<file path="src/rtl/multiport_reg_file_if.sv">
// Write/read bus of the WISC register file; decode drives reads, writeback drives writes.
// REGFILE_SCOREBOARD_EN adds the reservation port and per-read busy flags.
interface multiport_reg_file_if #(
    parameter int DATA_W   = 16,
    parameter int NUM_REGS = 16,
    parameter int NUM_RD   = 2
);
    localparam int AW = $clog2(NUM_REGS);

    logic                     wr_en;
    logic [AW-1:0]            wr_addr;
    logic [1:0]               wr_mode;
    logic [DATA_W-1:0]        wr_data;
    logic [NUM_RD*AW-1:0]     rd_addr;
    logic [NUM_RD*DATA_W-1:0] rd_data;
`ifdef REGFILE_SCOREBOARD_EN
    logic                     rsv_en;
    logic [AW-1:0]            rsv_addr;
    logic [NUM_RD-1:0]        rd_busy;

    modport master (
        output wr_en, wr_addr, wr_mode, wr_data,
        output rd_addr, rsv_en, rsv_addr,
        input  rd_data, rd_busy
    );

    modport slave (
        input  wr_en, wr_addr, wr_mode, wr_data,
        input  rd_addr, rsv_en, rsv_addr,
        output rd_data, rd_busy
    );
`else
    modport master (
        output wr_en, wr_addr, wr_mode, wr_data,
        output rd_addr,
        input  rd_data
    );

    modport slave (
        input  wr_en, wr_addr, wr_mode, wr_data,
        input  rd_addr,
        output rd_data
    );
`endif
endinterface

</file>
<file path="src/rtl/multiport_reg_file.sv">
// NUM_REGS x DATA_W register file, NUM_RD combinational reads with write bypass.
// Optional REGFILE_SCOREBOARD_EN: per-register busy bits for in-flight loads.
module multiport_reg_file #(
    parameter int DATA_W   = 16,
    parameter int NUM_REGS = 16,
    parameter int NUM_RD   = 2
) (
    input logic                 clk,
    input logic                 rst,
    multiport_reg_file_if.slave bus
);
    localparam int AW   = $clog2(NUM_REGS);
    localparam int HALF = DATA_W / 2;
    localparam bit POW2 = ((1 << AW) == NUM_REGS);

    typedef logic [DATA_W-1:0] word_t;
    typedef logic [AW-1:0]     addr_t;

    word_t regs_q [NUM_REGS];
    word_t regs_d [NUM_REGS];
    word_t wr_old;
    word_t wr_merged;
    logic  wr_ok;

    function automatic logic in_rng(input addr_t a);
        if (POW2) return 1'b1;
        return ({1'b0, a} < (AW+1)'(NUM_REGS));
    endfunction

    // A write is live only out of reset; r0 and mode 11 never write or bypass.
    assign wr_ok = rst && bus.wr_en
                && (bus.wr_mode != 2'b11)
                && (bus.wr_addr != '0)
                && in_rng(bus.wr_addr);

    always_comb begin
        wr_old    = '0;
        if (in_rng(bus.wr_addr)) wr_old = regs_q[bus.wr_addr];
        wr_merged = wr_old;
        case (bus.wr_mode)
            2'b00:   wr_merged = bus.wr_data;
            2'b01:   wr_merged = {wr_old[DATA_W-1:HALF],
                                  bus.wr_data[HALF-1:0]};
            2'b10:   wr_merged = {bus.wr_data[HALF-1:0],
                                  wr_old[HALF-1:0]};
            default: wr_merged = wr_old;
        endcase
    end

    always_comb begin
        regs_d = regs_q;
        if (wr_ok) regs_d[bus.wr_addr] = wr_merged;
        regs_d[0] = '0;
    end

    always_ff @(posedge clk or negedge rst) begin
        if (!rst) regs_q <= '{default: '0};
        else      regs_q <= regs_d;
    end

`ifdef REGFILE_SCOREBOARD_EN
    logic [NUM_REGS-1:0] busy_q;
    logic [NUM_REGS-1:0] busy_d;

    // Reservation is applied after the clear so a re-issued producer wins.
    always_comb begin
        busy_d = busy_q;
        if (wr_ok) busy_d[bus.wr_addr] = 1'b0;
        if (bus.rsv_en && (bus.rsv_addr != '0)
            && in_rng(bus.rsv_addr))
            busy_d[bus.rsv_addr] = 1'b1;
        busy_d[0] = 1'b0;
    end

    always_ff @(posedge clk or negedge rst) begin
        if (!rst) busy_q <= '0;
        else      busy_q <= busy_d;
    end
`endif

    for (genvar p = 0; p < NUM_RD; p++) begin : g_rd
        addr_t ra;
        word_t rv;
        logic  hit;

        assign ra  = bus.rd_addr[p*AW +: AW];
        assign hit = wr_ok && (bus.wr_addr == ra);

        always_comb begin
            rv = '0;
            if (ra != '0 && in_rng(ra)) begin
                if (hit) rv = wr_merged;
                else     rv = regs_q[ra];
            end
        end

        assign bus.rd_data[p*DATA_W +: DATA_W] = rv;

`ifdef REGFILE_SCOREBOARD_EN
        logic bz;

        always_comb begin
            bz = 1'b0;
            if (in_rng(ra)) bz = busy_q[ra] && !hit;
        end

        assign bus.rd_busy[p] = bz;
`endif
    end
endmodule

</file>
<file path="src/flat_wrapper.sv">
// flat-port wrapper written by rule: the top's interface ports become plain ports
module multiport_reg_file_flat 
#(
    parameter int DATA_W   = 16,
    parameter int NUM_REGS = 16,
    parameter int NUM_RD   = 2
)
  (clk, rst, bus_wr_en, bus_wr_addr, bus_wr_mode, bus_wr_data, bus_rd_addr, bus_rd_data);
  multiport_reg_file_if #(.DATA_W(DATA_W), .NUM_REGS(NUM_REGS), .NUM_RD(NUM_RD)) bus_i ();
  input logic clk;
  input logic rst;
  input wire logic [$bits(bus_i.wr_en)-1:0] bus_wr_en;
  input wire logic [$bits(bus_i.wr_addr)-1:0] bus_wr_addr;
  input wire logic [$bits(bus_i.wr_mode)-1:0] bus_wr_mode;
  input wire logic [$bits(bus_i.wr_data)-1:0] bus_wr_data;
  input wire logic [$bits(bus_i.rd_addr)-1:0] bus_rd_addr;
  output wire logic [$bits(bus_i.rd_data)-1:0] bus_rd_data;
  assign bus_i.wr_en = bus_wr_en;
  assign bus_i.wr_addr = bus_wr_addr;
  assign bus_i.wr_mode = bus_wr_mode;
  assign bus_i.wr_data = bus_wr_data;
  assign bus_i.rd_addr = bus_rd_addr;
  assign bus_rd_data = bus_i.rd_data;
  multiport_reg_file #(.DATA_W(DATA_W), .NUM_REGS(NUM_REGS), .NUM_RD(NUM_RD)) u_core (.clk(clk), .rst(rst), .bus(bus_i));
endmodule
</file>
<file path="config.mk">
export PLATFORM = sky130hd
export DESIGN_NAME = multiport_reg_file_flat
export DESIGN_NICKNAME = d
export VERILOG_FILES = /design/src/rtl/multiport_reg_file_if.sv /design/src/rtl/multiport_reg_file.sv /design/src/flat_wrapper.sv
export SDC_FILE = /design/constraint.sdc
export NUM_CORES = 1
export LEC_CHECK = 0
export CELL_PAD_IN_SITES_DETAIL_PLACEMENT = 0
export CELL_PAD_IN_SITES_GLOBAL_PLACEMENT = 1
export CORE_ASPECT_RATIO = 0.7
export CORE_MARGIN = 2
export CORE_UTILIZATION = 40
export DETAILED_ROUTE_END_ITERATION = 8
export MAX_ROUTING_LAYER = met4
export PLACE_DENSITY_LB_ADDON = 0.1
export SLEW_MARGIN = 20
export SYNTH_ARGS = -nofsm -noshare
export SYNTH_HDL_FRONTEND = slang
export SYNTH_SLANG_ARGS = --single-unit
</file>
<file path="constraint.sdc">
create_clock -name clk -period 3.1 [get_ports clk]
set_input_delay 0.465 -clock clk [delete_from_list [all_inputs] [get_ports clk]]
set_output_delay 0.465 -clock clk [all_outputs]
set_load 0.05 [all_outputs]
</file>
Word-level counts from Yosys, hierarchy flattened
Cells that the tools add are included.
W data, S select, Z words.
Storage, ports and cells
  RAM bits: 0
  memories: 0
  output and inout port bits: 32
  bits in registers: 240
  bits in latches: 0
  bits in read-only memories: 0
  bits of input ports: 33
Cells by class
  $lt $le $gt $ge: 4
  mux-type cells: 17
  eq/ne operators: 5
  bitwise operators: 3
  reductions and logical operators: 10
  add/subtract/negate cells: 0
  $mul: 0
  divide/modulo/power cells: 0
  shifts and indexed selects: 0
Operator list (number)
  $bwmux W256: 1
  $bmux W16 S4: 3
  $mux W16: 11
  $demux W16 S4: 1
  $pmux W16 S3: 1
  $ge A5 B5 Y1 const B: 3
  $not A4 Y5: 3
  $reduce_bool A4 Y1: 3
  $eq A4 B4 Y1: 2
  $logic_and A1 B1 Y1: 6
  $lt A5 B1 Y1 const B: 1
  $eq A2 B1 Y1 const B: 1
  $eq A2 B2 Y1 const B: 1
  $logic_not A2 Y1: 1
  $ne A2 B2 Y1 const B: 1

Depth between registers and ports, before layout
Gate-level depths: netlist (run 1).
  depth after elaboration: 7
  depth in mapped cells: 11
  depth with buffers taken out: 5

Worst setup path before layout (run 1)
OpenSTA, ideal clock, no wires.
  kind: in2out
  start: input bus_wr_addr[3]
  end: output bus_rd_data[5]
  arrival: 2.896 ns
  stages: 8
  path slack: -0.261 ns
  data required time: 2.635 ns
  cell sequence: buf_4 > and2_2 > buf_4 > a221o_1 > o2111ai_1 > o21ai_1 > buf_2 > o21ai_0
On the way
  word-level cells in the longest chain between the ends: 7
  elaborated cells on any way between the ends: 11
  classes of those cells: eq/ne: 1; mux: 6; bitwise: 1; reduce/logical: 3
Ends and longest elaborated chain
  from (decl): line flat_wrapper.sv:13  | input wire logic [$bits(bus_i.wr_addr)-1:0] bus_wr_addr;
  $not A4 Y5 (not written as such): line multiport_reg_file.sv:38  | if (in_rng(bus.wr_addr)) wr_old = regs_q[bus.wr_addr];
  $bmux W16 S4: line multiport_reg_file.sv:38
  $mux W16 (not written as such) (2 in a row): line multiport_reg_file.sv:38
  $pmux W16 S3: line multiport_reg_file.sv:40  | case (bus.wr_mode)
  $mux W16 *: line multiport_reg_file.sv:92  | if (hit) rv = wr_merged;
  $mux W16 *: line multiport_reg_file.sv:91  | if (ra != '0 && in_rng(ra)) begin
  to (decl): line flat_wrapper.sv:17  | output wire logic [$bits(bus_i.rd_data)-1:0] bus_rd_data;
Every way passes the cells marked *; elsewhere a longest branch is shown, timed or not. The select of a mux whose other input is x is not followed.

Worst setup path after layout (run 1)
  start: input bus_wr_mode[0]
  end: output bus_rd_data[31]
On the way
  word-level cells in the longest chain between the ends: 6
  elaborated cells on any way between the ends: 10
  classes of those cells: eq/ne: 3; mux: 3; reduce/logical: 4
Ends and longest elaborated chain
  from (decl): line flat_wrapper.sv:14  | input wire logic [$bits(bus_i.wr_mode)-1:0] bus_wr_mode;
  $ne A2 B2 Y1: line multiport_reg_file.sv:32  | && (bus.wr_mode != 2'b11)
  $logic_and A1 B1 Y1: line multiport_reg_file.sv:32
  $logic_and A1 B1 Y1: line multiport_reg_file.sv:33  | && (bus.wr_addr != '0)
  $logic_and A1 B1 Y1: line multiport_reg_file.sv:87  | assign hit = wr_ok && (bus.wr_addr == ra);
  $mux W16 *: line multiport_reg_file.sv:92
  $mux W16 *: line multiport_reg_file.sv:91
Every way passes the cells marked *; elsewhere a longest branch is shown, timed or not.

==> metrics.txt, run 1 <==
Largest regs=u_core.regs_q: 240 flops; number of nets in the layout=1513; Yosys top cell by area=dfrtp_1; critical path arrival=2600 ps; R2R cell count=6; Worst VDD drop=between 0.4 and 0.5 mV; max_slew headroom=38.6%; worst-path cell chain=clkdlybuf4s50_1, buf_4, nand2b_2, a221o_1, nor2_1, a211oi_2, a21oi_1, buf_4, buf_12; vias in the first global route=about 12000; fin worst setup slack=38.9 ps; grt ovf=0; total power=~11 mW; delay-heaviest family, CP=buffers and inverters; clk sinks=240; Largest Register=u_core.regs_q; #FFs+latches synth=240; crit path max fanout=5; IO Count=65; die area=approximately 40000 µm²; Synth async-reset ratio=between 90% and 100%; Clk network pwr share=roughly 30%; Syn Area/Cell=11.5 µm²; CP max stage delay=roughly 520 ps; fin cells=1995; CP Depth=9; DR WL/cell=approximately 30 µm; RSZ-0062 raised after global routing=no; number of synthesized flops with an enable pin=0; most used cell, CP=buf_4; H-tree levels=1; CP Capture Type=output pin; Placer Congestion=between 0.8 and 0.9; Syn Nets=roughly 1400; setup TNS=0 ps; share of power burned in registers=between 40 and 50%; max FFs per register=240; mapped cell area=about 15000 µm²; Port-buffer cells=64; Vias per Instance=around 6.3; Hold Fails Final Rpt=0; Hold Path Depth=2; Total Wirelength=~60 mm; Switching Fraction=approximately 33%; critical path startpoint category=primary input; max-cap viol count=0; leakage=slightly above 8 nW; worst-margin pin slew=between 900 and 1000 ps; crit path kind=primary input to output pin; fin util=48.9%; Synth top area share=slightly below 40%; GRT Total Usage=a little under a third; clk_lat worst skew=~560 ps; CP Data Required Time=between 2000 and 3000 ps; status=finished clean; largest net degree at the start of global routing=approximately 150; Rows=60; placed cells=a little under 2000; DR pass1 iterations=5; P_sw=around 3.5 mW; CTS root buf=clkbuf_16; Routed Antenna Nets=0; Layout area overhead=21.0%; Seq/Total Area, Yosys=roughly two fifths; # DRC=0; hpwl dp=between 40 and 50 mm; Synth Warn #=0; vias post-DR=approximately 12000; Mapped Cells=roughly 1400; upper clock frequency limit=327 MHz; die height=between 150 and 200 µm; TritonCTS clock tree=yes; power density over the cells=approximately 570 nW/µm²; CORE AREA=about 38000 µm²; pre-CTS setup slack=-281 ps; Unique masters post-synth=between 50 and 60; CP max stage cell=clkdlybuf4s50_1; CTS Buf Count=27; Die Span X=roughly 240 µm; skew final=around 9.6 ps; global-route wire length before repair=88.4 mm; combinational share of power=29.4%; final instance area=18700 µm²; Worst Path Buf+Inv=4; Hold WC Path Type=flop to flop; clock-pin slew on the worst setup and hold paths=~60 ps; ranking of synthesized cells by area=dfrtp_1, mux4_2, mux2_2; final critical-path required period=3060 ps; WHS=525 ps; Synth Flop Type=dfrtp_1; initial antenna violation count=1; Setup violations, final=0; max-slew violations=0; Initial Util=40.4%; Cell Area, Placed=17800 µm²; Pint=slightly above 7 mW; layout cells sized above 1=around 36%; DRC violation total after the first TritonRoute iteration=1174; final cycle utilization of the critical path=between 90 and 100%; Max clock buf depth=3
## area by class of cell
cell class,count,area [µm²]
flip-flops and latches,240,6010
fillers,3484,19600
multi-input cells,982,8770
clock inverters,5,52.6
clock buffers,40,774
well taps,496,621
repair buffers,229,2480
diodes,3,7.51
## final timing paths
kind,start,endpoint,slack [ps]
min,u_core.regs_q[149]$_DFFE_PN0P_,u_core.regs_q[149]$_DFFE_PN0P_,530
max reg2reg,u_core.regs_q[192]$_DFFE_PN0P_,u_core.regs_q[16]$_DFFE_PN0P_,1060
max,bus_wr_mode[0],bus_rd_data[31],40
min in group asynchronous,rst,u_core.regs_q[67]$_DFFE_PN0P_,550
min reg2reg,u_core.regs_q[149]$_DFFE_PN0P_,u_core.regs_q[149]$_DFFE_PN0P_,530
max in group asynchronous,rst,u_core.regs_q[161]$_DFFE_PN0P_,1320
## layout by cell type (no fill, tap or decap), types with 8 or more instances in the layout
master | synthesis | layout
o221ai_1 | 8 | 8
buf_4 | 17 | 142
clkdlybuf4s50_1 | 0 | 21
nor2_1 | 26 | 26
nor3_1 | 20 | 20
a21oi_2 | 6 | 8
a221o_1 | 29 | 29
a22oi_1 | 19 | 19
a21oi_1 | 19 | 17
a211oi_1 | 15 | 14
o21ai_0 | 113 | 111
nor2b_1 | 39 | 34
a221oi_1 | 45 | 45
buf_12 | 0 | 55
o21ai_2 | 6 | 9
clkbuf_1 | 52 | 8
dfrtp_1 | 240 | 240
mux2_1 | 10 | 10
clkbuf_16 | 0 | 28
nand2_1 | 175 | 175
o21ai_1 | 45 | 44
mux2i_1 | 95 | 94
mux4_2 | 106 | 106
mux2_2 | 147 | 147
## layer usage
metal	vias up	track usage, %	share of wire, %
li1	5439	-	-
met1	6405	45.2	46
met2	547	42.6	42
met3	105	7.84	8.7
met4	0	9.57	3.3
met5	-	-	0
## worst register-to-register path: stages, from the launching register on
cell,delay (ps)
dfrtp_1,440
mux2_1,320
a221o_1,300
a221o_1,380
o21ai_2,90
buf_4,250
o21ai_0,130
## synth_stat cells (2+ instances only)
| master | n |
|---|---|
| buf_6 | 16 |
| o21ai_1 | 45 |
| nor3_4 | 6 |
| mux2_2 | 147 |
| a211oi_1 | 15 |
| o21ai_0 | 113 |
| nor2b_1 | 39 |
| clkbuf_1 | 52 |
| dfrtp_1 | 240 |
| nand3_1 | 4 |
| nand2b_1 | 6 |
| mux2_1 | 10 |
| xnor2_1 | 2 |
| or2_2 | 2 |
| nor3_1 | 20 |
| nor4_1 | 2 |
| a21oi_2 | 6 |
| o221ai_1 | 8 |
| a221o_1 | 29 |
| nand2_1 | 175 |
| o22ai_1 | 2 |
| a22o_1 | 3 |
| a211oi_2 | 2 |
| xor2_1 | 6 |
| a22oi_1 | 19 |
| a21oi_1 | 19 |
| mux4_2 | 106 |
| nor2_1 | 26 |
| a221oi_1 | 45 |
| a21o_1 | 2 |
| buf_2 | 29 |
| o31ai_1 | 2 |
| buf_8 | 3 |
| buf_1 | 11 |
| buf_4 | 17 |
| and2_1 | 6 |
| mux2i_1 | 95 |
| o21ai_2 | 6 |
## what timing repair did
item,in CTS,in global routing
endpoints found under the setup margin,20,7
endpoints found under the hold margin,23,0
pin swaps,0,0
setup buffers,0,0
cloned,0,1
resized for setup,8,7
hold buffers,1,0
## cell families after synthesis
| group | Yosys count | synth area share [%] |
|---|---|---|
| buf+inv | 128 | 4.75 |
| compound gates | 322 | 13.9 |
| flops | 240 | 38.8 |
| simple gates | 294 | 9.04 |
| mux | 358 | 33.0 |
| xor+xnor | 8 | 0.453 |
## power by group through the flow
| stage | combinational, mW | clock [mW] | sequential, mW |
|---|---|---|---|
| floorplan | 2.06 | 0 | 4.12 |
| global placement | 3.08 | 0 | 4.35 |
| detailed placement | 3.10 | 0 | 4.36 |
| CTS | 3.12 | 3.20 | 4.32 |
| global route | 3.35 | 3.32 | 4.43 |
| finish | 3.12 | 3.13 | 4.35 |
Power figures use the tool's default switching activity.
==> run 2: changes to the inputs <==
--- a/config.mk
+++ b/config.mk
@@ -5,11 +5,12 @@
 export SDC_FILE = /design/constraint.sdc
 export NUM_CORES = 1
 export LEC_CHECK = 0
+export ABC_CLOCK_PERIOD_IN_PS = 3100
 export CELL_PAD_IN_SITES_DETAIL_PLACEMENT = 0
 export CELL_PAD_IN_SITES_GLOBAL_PLACEMENT = 1
 export CORE_ASPECT_RATIO = 0.7
 export CORE_MARGIN = 2
-export CORE_UTILIZATION = 40
+export CORE_UTILIZATION = 30
 export DETAILED_ROUTE_END_ITERATION = 8
 export MAX_ROUTING_LAYER = met4
 export PLACE_DENSITY_LB_ADDON = 0.1
==> metrics.txt, run 2 (synthesis results as in run 1) <==
status=finished with violations (was finished clean); failing checks=hold timing; die area=53400 µm² (was 40300 µm²); die height=194 µm (was 169 µm); DRC violation total after the first TritonRoute iteration=1174 (unchanged); Clk network pwr share=29.4% (was 29.5%); Setup violations, final=0 (unchanged); R2R cell count=6 (unchanged); final critical-path required period=3070 ps (was 3060 ps); final cycle utilization of the critical path=99.1% (was 98.7%); worst-margin pin slew=768 ps (was 921 ps); Initial Util=30.4% (was 40.4%); max-slew violations=0 (unchanged); # DRC=0 (unchanged); largest net degree at the start of global routing=130 (was 154); flop2flop setup slack=980 ps (was 1060 ps); GRT Total Usage=24.9% (was 31.2%); CTS Buf Count=27 (unchanged); CP startpoint=bus_wr_addr[0] (was bus_wr_mode[0]); critical path startpoint category=primary input (unchanged); combinational share of power=30.0% (was 29.4%); H-tree levels=1 (unchanged); met3 Resource Use GR=3.16% (was 7.84%); layout cells sized above 1=38.0% (was 36.0%); Routed Antenna Nets=0 (unchanged); Max clock buf depth=3 (unchanged); Rows=69 (was 60); DR pass1 iterations=5 (unchanged); initial antenna violation count=0 (was 1); CTS root buf=clkbuf_16 (unchanged); max FFs per register=240 (unchanged); end of the critical path=bus_rd_data[6] (was bus_rd_data[31]); Worst VDD drop=0.341 mV (was 0.463 mV); P_sw=3.65 mW (was 3.51 mW); Vias per Instance=5.66 (was 6.26); clk sinks=240 (unchanged); grt ovf=0 (unchanged); hpwl dp=46.4 mm (was 42.1 mm); IO Count=65 (unchanged); pre-CTS setup slack=-203 ps (was -281 ps); placed cells=2150 (was 1945); crit path kind=primary input to output pin (unchanged); leakage=8.19 nW (was 8.06 nW); commonest non-fill, non-tap cells in the layout=dfrtp_1, nand2_1, buf_4 (was dfrtp_1, nand2_1, mux2_2); CP Capture Type=output pin (unchanged); Hold Fails Final Rpt=12 (was 0); gr busiest metal=met1 (unchanged); clock-pin slew on the worst setup and hold paths=60 ps (about the same); skew final=15.2 ps (was 9.59 ps); met1 usage in global routing=38.2% (was 45.2%); max-cap viol count=0 (unchanged); vias post-DR=12453 (was 12496); Pint=7.11 mW (about the same); fin worst setup slack=28.3 ps (was 38.9 ps); crit path max fanout=14 (was 5); Total Wirelength=64.6 mm (was 60.2 mm); worst r2r src=u_core.regs_q[227]$_DFFE_PN0P_ (was u_core.regs_q[192]$_DFFE_PN0P_); global-route wire length before repair=93.4 mm (was 88.4 mm); power density over the cells=561 nW/µm² (was 567 nW/µm²); fin cells=2202 (was 1995); RSZ-0062 raised after global routing=no (unchanged); Placer Congestion=0.863 (was 0.892); r2r endpoint=u_core.regs_q[179]$_DFFE_PN0P_ (was u_core.regs_q[16]$_DFFE_PN0P_); upper clock frequency limit=326 MHz (was 327 MHz); commonest non-fill, non-tap cell in the layout=dfrtp_1 (unchanged); Hold WC Path Type=primary input to asynchronous set/reset pin (was flop to flop); Largest regs=u_core.regs_q: 240 flops (unchanged); vias in the first global route=12249 (was 12314); total power=10.8 mW (was 10.6 mW); DR WL/cell=29.3 µm (was 30.2 µm); Switching Fraction=33.9% (was 33.0%); CORE AREA=50900 µm² (was 38300 µm²); WHS=-41.2 ps (was 525 ps); met2 Track Usage GR=34.5% (was 42.6%); max_slew headroom=48.8% (was 38.6%); Largest Register=u_core.regs_q (unchanged); Port-buffer cells=64 (unchanged); cts hold-fix bufs=0 (was 1); Layout area overhead=24.0% (was 21.0%); Die Span X=275 µm (was 239 µm); TritonCTS clock tree=yes (unchanged); CP Data Required Time=2630 ps (about the same); number of nets in the layout=1540 (was 1513); clk_lat worst skew=580 ps (was 560 ps); critical path arrival=2610 ps (was 2600 ps); fill cell count=5027 (was 3484); share of power burned in registers=40.6% (was 41.0%)
## run 2: cell count changes in the layout (fill, tap and decap cells not counted), sizes merged, moves of 2 or more
cell,before,now
clkbuf,41,44
buf,205,233
inv,0,2
diode,3,1
## run 2: final cells by class
type                            instances  area (µm²)  share of cell area, %
Sequential cell                       240        6010                   31.3
Antenna cell                            1        2.50                 0.0130
Timing Repair Buffer                  256        2630                   13.7
Tap cell                              674         843                   4.40
Multi-Input combinational cell        982        8850                   46.2
Clock buffer                           43         796                   4.15
Clock inverter                          6        45.0                  0.235
## run 2: worst min-delay path by stage
stage                                        from                        endpoint  slack (ps)  cells after the start
global route                                  rst  u_core.regs_q[231]$_DFFE_PN0P_          30                      2
detailed placement  u_core.regs_q[23]$_DFFE_PN0P_   u_core.regs_q[23]$_DFFE_PN0P_         520                      2
CTS                                           rst  u_core.regs_q[231]$_DFFE_PN0P_          40                      2
floorplan                                     rst    u_core.regs_q[0]$_DFFE_PN0P_         170                      0
finish                                        rst  u_core.regs_q[231]$_DFFE_PN0P_         -40                      2
global placement     u_core.regs_q[5]$_DFFE_PN0P_    u_core.regs_q[5]$_DFFE_PN0P_         500                      2
## run 2: worst max-delay path, stage by stage
cell and delay (ps):
buf_2 240, buf_4 280, nor2b_2 90, buf_12 160, a221oi_1 420, a221o_1 230
o21ai_2 110, o21ai_1 370, buf_12 190
## run 2: per-layer routing
| metal | routed length, µm | vias up |
|---|---|---|
| met3 | 3600 | 85 |
| met4 | 1740 | 0 |
| met5 | 0 | - |
| li1 | - | 5497 |
| met1 | 31900 | 6441 |
| met2 | 27300 | 430 |
## run 2: repair_timing
| item | CTS | global route |
|---|---|---|
| endpoints found under the setup margin | 22 | 27 |
| resized for setup | 17 | 23 |
| endpoints found under the hold margin | 0 | 0 |
| buffers inserted | 0 | 2 |
| pin swaps | 0 | 1 |
## run 2: metrics by stage
step           setup TNS (ps)  instance area (µm²)  utilization, %  hold slack [ps]
2_1_floorplan            -350                15500               -              169
3_3_place_gp            -1250                18200            35.7              502
3_5_place_dp            -1090                18200            35.7              519
4_1_cts                 -23.7                19100            37.5             35.8
5_1_grt                     0                19200            37.7             32.7
6_report                    0                19200            37.7            -41.2
## run 2: power by group through the flow
stage | combinational [mW] | sequential (mW) | clock [mW]
floorplan | 2.06 | 4.12 | 0
CTS | 3.21 | 4.34 | 3.26
global placement | 3.17 | 4.38 | 0
finish | 3.23 | 4.37 | 3.16
detailed placement | 3.19 | 4.39 | 0
global route | 3.46 | 4.44 | 3.39
